===== config.mk =====
export PLATFORM = sky130hd
export DESIGN_NAME = mm_scheduler
export DESIGN_NICKNAME = d
export VERILOG_FILES = /design/src/rtl/mm_pkg.sv /design/src/rtl/mac_unit.sv /design/src/rtl/mm_scheduler.sv
export SDC_FILE = /design/constraint.sdc
export NUM_CORES = 1
export LEC_CHECK = 0
export CORE_MARGIN = 4
export CORE_UTILIZATION = 35
export CTS_BUF_LIST = sky130_fd_sc_hd__clkbuf_4 sky130_fd_sc_hd__clkbuf_8
export CTS_CLUSTER_DIAMETER = 150
export CTS_CLUSTER_SIZE = 40
export DETAILED_ROUTE_END_ITERATION = 8
export MAX_ROUTING_LAYER = met4
export PLACE_DENSITY_LB_ADDON = 0.2
export SYNTH_ARGS = -nofsm -noshare
export SYNTH_HDL_FRONTEND = slang
export SYNTH_SLANG_ARGS = --single-unit

===== constraint.sdc =====
create_clock -name clk -period 8.2 [get_ports clk]
set_input_delay 1.23 -clock clk [delete_from_list [all_inputs] [get_ports clk]]
set_output_delay 1.23 -clock clk [all_outputs]
set_load 0.01 [all_outputs]

===== src/rtl/mm_pkg.sv =====
// Shared definitions for the matrix-multiply scheduler.
//   - state_t      : scheduler FSM states
//   - DEF_*        : default datapath geometry
//   - mm_latency() : cycles from an accepted start to the done pulse
package mm_pkg;

    localparam int DEF_DATA_W = 8;
    localparam int DEF_ACC_W  = 16;
    localparam int DEF_MAX_N  = 8;
    localparam int DEF_ADDR_W = 6;

    typedef enum logic [2:0] {
        S_IDLE  = 3'd0,
        S_FETCH = 3'd1,
        S_DRAIN = 3'd2,
        S_WRITE = 3'd3,
        S_DONE  = 3'd4
    } state_t;

    // Every C element costs N fetches + 1 drain + 1 write; done follows the last write.
    function automatic int mm_latency(input int n);
        return n * n * (n + 2) + 1;
    endfunction

endpackage


===== src/rtl/mac_unit.sv =====
// Multiply-accumulate unit for one C element.
// Ports:
//   clk, rst : clock, asynchronous active-high reset
//   clr      : zero the accumulator (wins over en)
//   en       : add a*b into the accumulator this cycle
//   a, b     : unsigned operands
//   acc      : accumulator register (also the C value presented on writes)
//   carry    : high when this cycle's addition carries out of the accumulator
module mac_unit
    import mm_pkg::*;
#(
    parameter int DATA_W = DEF_DATA_W,
    parameter int ACC_W  = DEF_ACC_W
) (
    input  logic              clk,
    input  logic              rst,
    input  logic              clr,
    input  logic              en,
    input  logic [DATA_W-1:0] a,
    input  logic [DATA_W-1:0] b,
    output logic [ACC_W-1:0]  acc,
    output logic              carry
);

    localparam int PROD_W = 2 * DATA_W;

    logic [PROD_W-1:0] prod_s;
    logic [ACC_W:0]    sum_s;

    // Full-width product, then a one-bit-wider sum so the carry is visible.
    assign prod_s = {{DATA_W{1'b0}}, a} * {{DATA_W{1'b0}}, b};
    assign sum_s  = {1'b0, acc} + (ACC_W + 1)'(prod_s);
    assign carry  = en & ~clr & sum_s[ACC_W];

    // Accumulator: clear has priority; the sum wraps modulo 2^ACC_W.
    always_ff @(posedge clk or posedge rst) begin
        if (rst) begin
            acc <= {ACC_W{1'b0}};
        end else if (clr) begin
            acc <= {ACC_W{1'b0}};
        end else if (en) begin
            acc <= sum_s[ACC_W-1:0];
        end else begin
            acc <= acc;
        end
    end

endmodule


===== src/rtl/mm_scheduler.sv =====
// Sequencer for C = A x B over external A/B/C element buffers.
// Ports:
//   clk, rst        : clock, asynchronous active-high reset
//   start, size     : start request and matrix dimension N (accepted in IDLE only)
//   abort           : synchronous return to IDLE from any active state
//   rd_en           : read strobe to A and B buffers
//   addr_a, addr_b  : A index i*N+k, B index k*N+j
//   a_data, b_data  : buffer read data, valid one cycle after rd_en
//   c_we, c_addr    : result write strobe and index i*N+j
//   c_data          : result value (the accumulator)
//   busy, done, err : activity level, completion pulse, illegal-size pulse
//   ovf             : sticky accumulator overflow, cleared on an accepted start
module mm_scheduler
    import mm_pkg::*;
#(
    parameter int DATA_W = DEF_DATA_W,
    parameter int ACC_W  = DEF_ACC_W,
    parameter int MAX_N  = DEF_MAX_N,
    parameter int ADDR_W = DEF_ADDR_W
) (
    input  logic              clk,
    input  logic              rst,
    input  logic              start,
    input  logic [3:0]        size,
    input  logic              abort,
    output logic              rd_en,
    output logic [ADDR_W-1:0] addr_a,
    output logic [ADDR_W-1:0] addr_b,
    input  logic [DATA_W-1:0] a_data,
    input  logic [DATA_W-1:0] b_data,
    output logic              c_we,
    output logic [ADDR_W-1:0] c_addr,
    output logic [ACC_W-1:0]  c_data,
    output logic              busy,
    output logic              done,
    output logic              err,
    output logic              ovf
);

    localparam logic [4:0]        MAX_N_L  = 5'(MAX_N);
    localparam logic [ADDR_W-1:0] ADDR_ZERO = {ADDR_W{1'b0}};
    localparam logic [ADDR_W-1:0] ADDR_ONE  = {{(ADDR_W-1){1'b0}}, 1'b1};

    state_t            state_r;
    logic [3:0]        n_r;
    logic [3:0]        i_r;
    logic [3:0]        j_r;
    logic [3:0]        k_r;
    logic [ADDR_W-1:0] row_base_r;   // i*N, advanced by N per row
    logic              rd_en_q_r;    // data for the previous read is on a_data/b_data
    logic              c_we_r;

    logic [ADDR_W-1:0] n_ext_s;
    logic [ADDR_W-1:0] j_ext_s;
    logic [ADDR_W-1:0] next_base_s;
    logic              size_ok_s;
    logic              start_ok_s;
    logic              last_k_s;
    logic              last_j_s;
    logic              last_i_s;
    logic              mac_clr_s;
    logic              mac_en_s;
    logic              mac_carry_s;

    assign n_ext_s     = {{(ADDR_W-4){1'b0}}, n_r};
    assign j_ext_s     = {{(ADDR_W-4){1'b0}}, j_r};
    assign next_base_s = row_base_r + n_ext_s;
    assign size_ok_s   = (size != 4'd0) && ({1'b0, size} <= MAX_N_L);
    assign start_ok_s  = (state_r == S_IDLE) && start && size_ok_s;
    assign last_k_s    = (k_r == n_r - 4'd1);
    assign last_j_s    = (j_r == n_r - 4'd1);
    assign last_i_s    = (i_r == n_r - 4'd1);

    // Accumulator restarts on a new run and after each element is written.
    // Stale read data arriving after an abort must not touch the accumulator.
    assign mac_clr_s = start_ok_s || (state_r == S_WRITE);
    assign mac_en_s  = rd_en_q_r && (state_r != S_IDLE);

    // An abort suppresses a write that would otherwise be presented this cycle.
    assign c_we = c_we_r & ~abort;

    mac_unit #(
        .DATA_W (DATA_W),
        .ACC_W  (ACC_W)
    ) u_mac (
        .clk   (clk),
        .rst   (rst),
        .clr   (mac_clr_s),
        .en    (mac_en_s),
        .a     (a_data),
        .b     (b_data),
        .acc   (c_data),
        .carry (mac_carry_s)
    );

    // Sticky overflow: cleared by an accepted start, set by any accumulator carry.
    always_ff @(posedge clk or posedge rst) begin
        if (rst) begin
            ovf <= 1'b0;
        end else if (start_ok_s) begin
            ovf <= 1'b0;
        end else if (mac_carry_s) begin
            ovf <= 1'b1;
        end else begin
            ovf <= ovf;
        end
    end

    // Scheduler FSM with counters, incremental address generation and registered strobes.
    always_ff @(posedge clk or posedge rst) begin
        if (rst) begin
            state_r    <= S_IDLE;
            n_r        <= 4'd0;
            i_r        <= 4'd0;
            j_r        <= 4'd0;
            k_r        <= 4'd0;
            row_base_r <= ADDR_ZERO;
            rd_en_q_r  <= 1'b0;
            rd_en      <= 1'b0;
            addr_a     <= ADDR_ZERO;
            addr_b     <= ADDR_ZERO;
            c_we_r     <= 1'b0;
            c_addr     <= ADDR_ZERO;
            busy       <= 1'b0;
            done       <= 1'b0;
            err        <= 1'b0;
        end else begin
            err       <= 1'b0;
            done      <= 1'b0;
            c_we_r    <= 1'b0;
            rd_en_q_r <= rd_en;
            if (abort && (state_r != S_IDLE)) begin
                state_r <= S_IDLE;
                rd_en   <= 1'b0;
                busy    <= 1'b0;
            end else begin
                case (state_r)
                    S_IDLE: begin
                        if (start && size_ok_s) begin
                            n_r        <= size;
                            i_r        <= 4'd0;
                            j_r        <= 4'd0;
                            k_r        <= 4'd0;
                            row_base_r <= ADDR_ZERO;
                            addr_a     <= ADDR_ZERO;
                            addr_b     <= ADDR_ZERO;
                            rd_en      <= 1'b1;
                            busy       <= 1'b1;
                            state_r    <= S_FETCH;
                        end else if (start) begin
                            err <= 1'b1;
                        end else begin
                            state_r <= S_IDLE;
                        end
                    end
                    S_FETCH: begin
                        if (last_k_s) begin
                            rd_en   <= 1'b0;
                            state_r <= S_DRAIN;
                        end else begin
                            k_r    <= k_r + 4'd1;
                            addr_a <= addr_a + ADDR_ONE;
                            addr_b <= addr_b + n_ext_s;
                        end
                    end
                    S_DRAIN: begin
                        c_we_r  <= 1'b1;
                        c_addr  <= row_base_r + j_ext_s;
                        state_r <= S_WRITE;
                    end
                    S_WRITE: begin
                        k_r <= 4'd0;
                        if (last_j_s) begin
                            j_r        <= 4'd0;
                            i_r        <= i_r + 4'd1;
                            row_base_r <= next_base_s;
                            if (last_i_s) begin
                                done    <= 1'b1;
                                state_r <= S_DONE;
                            end else begin
                                addr_a  <= next_base_s;
                                addr_b  <= ADDR_ZERO;
                                rd_en   <= 1'b1;
                                state_r <= S_FETCH;
                            end
                        end else begin
                            j_r     <= j_r + 4'd1;
                            addr_a  <= row_base_r;
                            addr_b  <= j_ext_s + ADDR_ONE;
                            rd_en   <= 1'b1;
                            state_r <= S_FETCH;
                        end
                    end
                    S_DONE: begin
                        busy    <= 1'b0;
                        state_r <= S_IDLE;
                    end
                    default: begin
                        rd_en   <= 1'b0;
                        busy    <= 1'b0;
                        state_r <= S_IDLE;
                    end
                endcase
            end
        end
    end

endmodule


==> summary.txt, run 1 <==
Die ar.: 20,300 um2
depth of the CTS H-tree: 3
vias in the first global route: 5,116
worst setup margin: 2.60 ns
CP cell instances: clkdlybuf4s50_1 > and2_1 > fa_1 > fa_1 > inv_1 > fa_1 > fa_1 > inv_1 > ha_1 > o21a_1 > nor2_1 > nor4b_1 > nor2_1 > or4_1 > nand3_1
Synth area leader: dfrtp_1
yosys warns: 0
CP endpoint kind: register
die extent in x: 142 um
RSZ-0062 raised after global routing: no
Max Clock Freq: 179 MHz
total power: 2.18 mW
Hold-fix buffers, CTS: 0
area grow syn2layout: 16.3%
synth unique cells: 63
CTS resizes: 0
Routed Antenna Nets: 0
area fraction of the dominant cell type after synthesis: 26.2%
Post-synth top flop: dfrtp_1
Cell Rows: 48
status: finished, final reports clean
Crit path arrival time: 5.88 ns
Clock Path Buffers: 2
CTS root buf: clkbuf_8
post-DR vias/cell: 4.98
Synth async-reset ratio: 100%
Mapped Cells: 692
DRC: 0
core area: 17,500 um2
TritonCTS clock tree: done
Critical Path Source Type: primary input
Iter 0 DRT Violations: 196
Net Count, Synth: 823
fin cells: 981
Min-Delay Path Class: reg2reg
Worst Setup Path Type: in2reg
fin nets: 882
clock slew at reported path FFs: 0.07 ns
Period Utilization, post-route: 68.3%
n_diodes: 0
layout cells sized above 1: 4.76%
post-placement cell count: 965
clk_lat worst skew: 0.35 ns
final setup violation count: 0
total CTS buffers: 9
Yosys reg bits: 66
Netlist Area Pre-Place: 6310 um2
largest net degree at the start of global routing: 67
# fillers: 1,715
Critical Path Most Common Cell: fa_1
Max Slew Vio Count: 0
Max-cap violations: 0
hpwl dp: 12.1 mm
skew final: 0.0102 ns
GR Util All Layers: 16.4%
CP max stage delay: 0.58 ns
gp weighted congestion: 0.887
initial antenna violation count: 0
met3 Use GR: 2.52%
GRT overflow: 0
Worst slew margin: 29.8%
dpl ws: 2.22 ns
setup TNS: 0 ns
die height: 142 um
maximum net fanout on the critical path: 8
first-pass iteration count of the detailed router: 5
commonest non-fill, non-tap cells in the layout: inv_1 (119), nand2_1 (75), dfrtp_1 (66)
sequential-to-total area share from yosys stat: 26.2%
met1 Track Usage GR: 23.3%
final hold viol count: 0
first-pass GRT wire length: 26.2 mm
Avg Inst Size Synth: 9.12 um2
Critical-path top delay cell: fa_1
top post-synthesis cells by area: dfrtp_1 (26%), fa_1 (17%), ha_1 (11%)
I/O pins: 64
CTS Sinks: 66
DR WL/cell: 15.5 um
Via Count: 4,884
Worst VDD drop: 120 uV
most common cell after layout, fill and taps aside: inv_1
WP data required: 8.48 ns
PortBufs: 63
Starting Density: 36.1%
R2R setup slack: 3.81 ns
GRT met2 Usage: 24.8%
Final min period: 5.60 ns
routed wire length: 15.2 mm
Post-synth EDFFs: 0
P_leak: 3.59 nW
worst slew pin tran: 1.05 ns
Cell Pwr Density: 297 nW/um2
Post-CTS Setup Inserts: 0
GRT busiest layer: met2
[power breakdown]
group	leakage, nW	switching, mW	internal (mW)	total (mW)
registers	0.890	0.116	0.398	0.514
logic	2.61	0.805	0.613	1.42
clock network	0.0885	0.128	0.120	0.248
[state kept, by name (all words and copies together), names as in the netlist]
name        flops
u_mac.acc      16
addr_a          6
addr_b          6
c_addr          6
row_base_r      6
i_r             4
j_r             4
k_r             4
n_r             4
state_r         3
busy            1
c_we_r          1
done            1
err             1
ovf             1
rd_en           1
rd_en_q_r       1
[metal layers]
metal / vias up / part of all wire (%)
met5: - / 0
met3: 15 / 4.0
met2: 95 / 45
met4: 0 / 1.3
li1: 2397 / -
met1: 2377 / 49
[critical path: cells and delay by family]
family                   cells  cell delay, ns
adder cells (fa/ha/maj)      5            2.51
AND/OR/NAND/NOR              6            1.31
buffers and inverters        3            0.67
AO/OA/AOI/OAI                1            0.15
[final timing paths]
check	start	to	depth (start not counted)
worst max-delay path	a_data[4]	ovf	15
worst min-delay path	c_addr[0]	c_addr[0]	2
worst max register to register	u_mac.acc[4]	u_mac.acc[13]	15
worst min register to register	c_addr[0]	c_addr[0]	2
max in group asynchronous	rst	rd_en	3
min in group asynchronous	rst	c_addr[3]	3
[cells in the mapped netlist (5+ instances only)]
library cell / number
o21ai_1: 8
a22o_1: 5
clkbuf_1: 12
dfrtp_1: 66
o21ai_0: 31
fa_1: 54
buf_2: 5
o31ai_1: 6
nand3_1: 17
nand4_1: 6
mux2_2: 5
nor2_1: 22
ha_1: 53
mux2i_1: 5
nand2_1: 75
a21o_1: 12
nand2b_1: 5
inv_1: 120
and2_1: 35
nor3_1: 13
xor2_1: 21
xnor2_1: 13
nor2b_1: 10
a21oi_1: 27
and3_1: 7
[area by class of cell]
type / instances / area [um2] / share of cell area, %
flip-flops and latches: 66 / 1650 / 22.5
clock inverters: 5 / 30.0 / 0.409
inverters: 121 / 454 / 6.19
multi-input cells: 487 / 4130 / 56.2
well taps: 225 / 282 / 3.83
repair buffers: 66 / 653 / 8.90
clock buffers: 11 / 145 / 1.98
[stage by stage]
stage | hold slack (ns) | cell area, um2 | utilization (%)
4_1_cts | 0.480 | 7340 | 42.0
3_5_place_dp | 0.460 | 7170 | 41.0
2_1_floorplan | 0.454 | 6310 | -
3_3_place_gp | 0.459 | 7170 | 41.0
6_report | 0.475 | 7340 | 42.0
5_1_grt | 0.496 | 7340 | 42.0
[kinds of logic after synthesis]
kind of cell	count (synthesis)	synth area share, %
AOI/OAI and AO/OA	126	13.5
xor gates and xnor gates	38	6.04
buffers and inverters	139	8.48
and+or+nand+nor	205	16.3
muxes	11	1.86
DFF	66	26.2
adders and majority gates	107	27.6
(Power assumes the default switching activity.)
==> run 2, diff against run 1 <==
==> constraint.sdc (replaced) <==
create_clock -name clk -period 5.26 [get_ports clk]
set_input_delay 0.789 -clock clk [delete_from_list [all_inputs] [get_ports clk]]
set_output_delay 0.789 -clock clk [all_outputs]
set_load 0.01 [all_outputs]
==> summary.txt, run 2 (synthesis gave the netlist of run 1 again) <==
GRT overflow: 0 (unchanged)
Critical Path Source Type: primary input (unchanged)
max FFs per register: 16 (unchanged)
status: finished, final reports clean (unchanged)
Worst VDD drop: 187 uV (was 120 uV)
commonest non-fill, non-tap cells in the layout: inv_1 (119), nand2_1 (75), dfrtp_1 (66) (unchanged)
fin nets: 911 (was 882)
TritonCTS clock tree: done (unchanged)
layout cells sized above 1: 8.41% (was 4.76%)
first-pass iteration count of the detailed router: 5 (unchanged)
P_leak: 3.74 nW (was 3.59 nW)
initial antenna violation count: 0 (unchanged)
post-DR vias/cell: 4.95 (was 4.98)
total CTS buffers: 9 (unchanged)
vias in the first global route: 5,377 (was 5,116)
largest net degree at the start of global routing: 46 (was 67)
n_diodes: 0 (unchanged)
Min-Delay Path Class: reg2reg (unchanged)
largest register by flop count: u_mac.acc (unchanged)
die extent in x: 142 um (unchanged)
Period Utilization, post-route: 94.6%
Max-cap violations: 0 (unchanged)
core area: 17,500 um2 (unchanged)
DR WL/cell: 15.4 um (was 15.5 um)
Final min period: 4.98 ns
Worst Reg-to-Reg Cells: 17 (was 15)
Post-CTS Setup Inserts: 0 (unchanged)
depth of the CTS H-tree: 3 (unchanged)
CP endpoint kind: register (unchanged)
Crit path arrival time: 5.19 ns (was 5.88 ns)
Cell Pwr Density: 476 nW/um2 (was 297 nW/um2)
Worst Setup Path Type: in2reg (unchanged)
RSZ-0062 raised after global routing: no (unchanged)
final setup violation count: 0 (unchanged)
clk_lat worst skew: 0.36 ns (was 0.35 ns)
Iter 0 DRT Violations: 191 (was 196)
CTS root buf: clkbuf_8 (unchanged)
Via Count: 5,002 (was 4,884)
CP startpoint: a_data[2] (was a_data[4])
area grow syn2layout: 20.1% (was 16.3%)
CTS Sinks: 66 (unchanged)
DRC: 0 (unchanged)
skew final: 0.0113 ns (was 0.0102 ns)
Clock Path Buffers: 2 (unchanged)
first-pass GRT wire length: 27.0 mm (was 26.2 mm)
worst slew pin tran: 1.06 ns (was 1.05 ns)
PortBufs: 63 (unchanged)
worst flop-to-flop path startpoint: u_mac.acc[4] (unchanged)
Max Slew Vio Count: 0 (unchanged)
GR Util All Layers: 16.8% (was 16.4%)
clock slew at reported path FFs: 0.06 ns (was 0.07 ns)
maximum net fanout on the critical path: 8 (unchanged)
WP data required: 5.47 ns (was 8.48 ns)
Starting Density: 36.1% (unchanged)
Routed Antenna Nets: 0 (unchanged)
hpwl dp: 12.5 mm (was 12.1 mm)
routed wire length: 15.5 mm (was 15.2 mm)
I/O pins: 64 (unchanged)
R2R setup slack: 0.97 ns (was 3.81 ns)
most common cell after layout, fill and taps aside: inv_1 (unchanged)
die height: 142 um (unchanged)
crit path to: u_mac.acc[12] (was ovf)
utilization after layout: 43.4% (was 42.0%)
gp weighted congestion: 0.926 (was 0.887)
Max Clock Freq: 201 MHz
Cell Rows: 48 (unchanged)
Worst slew margin: 29.1% (was 29.8%)
Die ar.: 20,300 um2 (unchanged)
final hold viol count: 0 (unchanged)
FF-to-FF End: u_mac.acc[12] (was u_mac.acc[13])
setup TNS: 0 ns (unchanged)
==> run 2: cell count changes in the layout (fill, tap and decap cells not counted), sizes merged <==
cell    before  now
clkinv       3    2
buf          3   32
clkbuf      11   12
==> run 2: area by class of cell <==
type / count / area, um2
Fill cell: 1730 / 9900
Multi-Input combinational cell: 487 / 4130
Sequential cell: 66 / 1650
Timing Repair Buffer: 95 / 871
Inverter: 121 / 454
Tap cell: 225 / 282
Clock buffer: 12 / 165
Clock inverter: 4 / 25.0
==> run 2: layer usage <==
metal  global-route usage [%]  share of wire, %
met1                     23.1                49
met2                     26.2                46
met3                     2.45               3.5
met4                     4.75               1.6
met5                        -                 0
==> run 2: critical path: stages <==
cell             delay, ns
clkdlybuf4s50_1       0.55
and2_1                0.25
fa_1                  0.50
fa_1                  0.55
fa_1                  0.57
inv_1                 0.06
fa_1                  0.54
inv_1                 0.04
ha_1                  0.37
a211oi_1              0.24
a31oi_1               0.11
nor2_1                0.21
buf_4                 0.17
xor2_1                0.14
o21ai_0               0.09
==> run 2: timing repair <==
action | CTS | global route
hold buffers | 0 | 0
endpoints found under the setup margin | 0 | 2
gates resized for setup | 0 | 1
==> run 2: worst min path at each step <==
stage | end | depth (start not counted) | from | slack, ns
final | rd_en_q_r | 0 | rd_en | 0.47
after global routing | rd_en_q_r | 0 | rd_en | 0.49
after CTS | rd_en_q_r | 0 | rd_en | 0.48
after detailed placement | rd_en_q_r | 0 | rd_en | 0.46
after global placement | c_addr[0] | 2 | c_addr[0] | 0.46
after floorplan | rd_en_q_r | 0 | rd_en | 0.45
==> run 2: power by group <==
part           switching [mW]  total (mW)  internal (mW)
Clock                   0.210       0.418          0.208
Sequential              0.178       0.798          0.620
Combinational            1.28        2.39           1.11
Total                    1.67        3.61           1.94
==> run 2: stage by stage <==
stage	power, mW	instance area, um2	hold slack, ns	cells	setup slack, ns
after floorplan	2.40	6310	0.454	692	0.616
after global placement	3.17	7380	0.458	994	-0.0882
after detailed placement	3.20	7380	0.462	994	-0.141
after CTS	3.64	7570	0.479	1010	0.226
after global routing	4.02	7580	0.489	1010	0.0424
final	3.61	7580	0.474	1010	0.283
==> run 3, diff against run 2 <==
--- a/config.mk
+++ b/config.mk
@@ -5,6 +5,7 @@
 export SDC_FILE = /design/constraint.sdc
 export NUM_CORES = 1
 export LEC_CHECK = 0
+export CORE_ASPECT_RATIO = 0.75
 export CORE_MARGIN = 4
 export CORE_UTILIZATION = 35
 export CTS_BUF_LIST = sky130_fd_sc_hd__clkbuf_4 sky130_fd_sc_hd__clkbuf_8
==> summary.txt, run 3 (synthesis gave the netlist of run 1 again) <==
Clock Path Buffers: 2 (unchanged)
die height: 124 um (was 142 um)
die extent in x: 163 um (was 142 um)
worst slew pin tran: 1.01 ns (was 1.06 ns)
final setup violation count: 0 (unchanged)
Flop pwr share: 21.9% (was 22.1%)
Area after DPL: 7380 um2 (about the same)
Critical Path Source Type: primary input (unchanged)
CP endpoint kind: register (unchanged)
max FFs per register: 16 (unchanged)
Sw Share: 46.6% (was 46.2%)
skew final: 0.00695 ns (was 0.0113 ns)
commonest non-fill, non-tap cells in the layout: inv_1 (119), nand2_1 (75), dfrtp_1 (66) (unchanged)
CTS root buf: clkbuf_8 (unchanged)
Via Count: 5,026 (was 5,002)
WP data required: 5.55 ns (was 5.47 ns)
Crit path arrival time: 5.35 ns (was 5.19 ns)
maximum net fanout on the critical path: 8 (unchanged)
Iter 0 DRT Violations: 401 (was 191)
largest net degree at the start of global routing: 42 (was 46)
hold_ws: 0.481 ns (was 0.474 ns)
CP startpoint: a_data[3] (was a_data[2])
Sw Pwr: 1.68 mW (was 1.67 mW)
utilization after layout: 42.9% (was 43.4%)
I/O pins: 64 (unchanged)
Die ar.: 20,300 um2 (about the same)
DR WL/cell: 14.7 um (was 15.4 um)
Cell Pwr Density: 475 nW/um2 (was 476 nW/um2)
clk_lat worst skew: 0.35 ns (was 0.36 ns)
Max Clock Freq: 197 MHz (was 201 MHz)
register area: 1650 um2 (unchanged)
Post-CTS Setup Inserts: 0 (unchanged)
Routed Antenna Nets: 0 (unchanged)
area grow syn2layout: 19.9% (was 20.1%)
setup TNS: 0 ns (unchanged)
worst flop-to-flop path startpoint: u_mac.acc[4] (unchanged)
RSZ-0062 raised after global routing: no (unchanged)
vias in the first global route: 5,069 (was 5,377)
# fillers: 1,750 (was 1,730)
GRT overflow: 0 (unchanged)
dpl ws: -0.188 ns (was -0.141 ns)
gp weighted congestion: 0.839 (was 0.926)
Period Utilization, post-route: 96.3% (was 94.6%)
Hold Path Origin: c_addr[0] (was rd_en)
PortBufs: 63 (unchanged)
Max-cap violations: 0 (unchanged)
Worst Setup Path Type: in2reg (unchanged)
layout cells sized above 1: 7.94% (was 8.41%)
Worst slew margin: 32.8% (was 29.1%)
largest register by flop count: u_mac.acc (unchanged)
n_diodes: 0 (unchanged)
Worst VDD drop: 187 uV (about the same)
depth of the CTS H-tree: 3 (unchanged)
fin nets: 907 (was 911)
total CTS buffers: 9 (unchanged)
Final min period: 5.07 ns (was 4.98 ns)
GR Util All Layers: 16.0% (was 16.8%)
final hold viol count: 0 (unchanged)
final instance area: 7570 um2 (was 7580 um2)
clock slew at reported path FFs: 0.07 ns (was 0.06 ns)
initial antenna violation count: 0 (unchanged)
core area: 17,700 um2 (was 17,500 um2)
Cell Rows: 42 (was 48)
status: finished, final reports clean (unchanged)
P_leak: 3.73 nW (was 3.74 nW)
Starting Density: 35.8% (was 36.1%)
cell internal pwr: 1.92 mW (was 1.94 mW)
combinational share of power: 66.6% (was 66.3%)
Min-Delay Path Class: reg2reg (unchanged)
hpwl dp: 12.3 mm (was 12.5 mm)
Max Slew Vio Count: 0 (unchanged)
post-DR vias/cell: 4.91 (was 4.95)
TritonCTS clock tree: done (unchanged)
DRC: 0 (unchanged)
CTS Sinks: 66 (unchanged)
multi-input logic area: 4130 um2 (about the same)
most common cell after layout, fill and taps aside: inv_1 (unchanged)
worst setup margin: 0.194 ns (was 0.283 ns)
routed wire length: 15.0 mm (was 15.5 mm)
Clk pwr share: 11.5% (was 11.6%)
first-pass GRT wire length: 25.8 mm (was 27.0 mm)
first-pass iteration count of the detailed router: 5 (unchanged)
run 3: power by group through the flow:
stage	registers (mW)	logic (mW)	clock network (mW)
after floorplan	0.764	1.63	0
after global placement	0.798	2.34	0
after detailed placement	0.802	2.39	0
after CTS	0.793	2.41	0.429
after global routing	0.815	2.72	0.453
final	0.790	2.40	0.413
run 3: timing repair:
item                                    CTS  global route
endpoints found under the setup margin    0             3
hold buffers                              0             0
gates resized for setup                   0             3
run 3: path summary, 6_finish.rpt:
check / slack, ns / end / depth (start not counted)
max in group asynchronous: 3.49 / busy / 3
min reg2reg: 0.48 / c_addr[0] / 2
min in group asynchronous: 0.82 / u_mac.acc[2] / 2
min: 0.48 / c_addr[0] / 2
max reg2reg: 1.06 / u_mac.acc[13] / 15
max: 0.19 / ovf / 15
run 3: metrics by stage:
step           total power, mW  std cells
4_1_cts                   3.63       1023
5_1_grt                   3.99       1023
2_1_floorplan             2.40        692
6_report                  3.60       1023
3_3_place_gp              3.14       1007
3_5_place_dp              3.19       1007
run 3: critical path, cell delays in order:
cell,delay [ns]
clkdlybuf4s50_1,0.57
and2_1,0.26
fa_1,0.50
fa_1,0.51
fa_1,0.54
inv_1,0.05
fa_1,0.52
inv_1,0.04
ha_1,0.29
o21a_1,0.12
nor2_1,0.06
nor4b_1,0.39
nor2_2,0.11
or4_1,0.49
nand3_1,0.10
run 3: final cells by class:
type | instances | area share [%]
Clock buffer | 12 | 2.18
Clock inverter | 4 | 0.331
Inverter | 121 | 6.00
Multi-Input combinational cell | 487 | 54.5
Sequential cell | 66 | 21.8
Tap cell | 242 | 4.00
Timing Repair Buffer | 91 | 11.1
run 3: metal layers:
| layer | track usage (%) | vias to the layer above | share of wire, % |
|---|---|---|---|
| met5 | - | - | 0 |
| met4 | 3.25 | 0 | 0.90 |
| met3 | 3.77 | 12 | 6.0 |
| met2 | 22.0 | 124 | 42 |
| met1 | 24.0 | 2431 | 51 |
| li1 | - | 2459 | - |
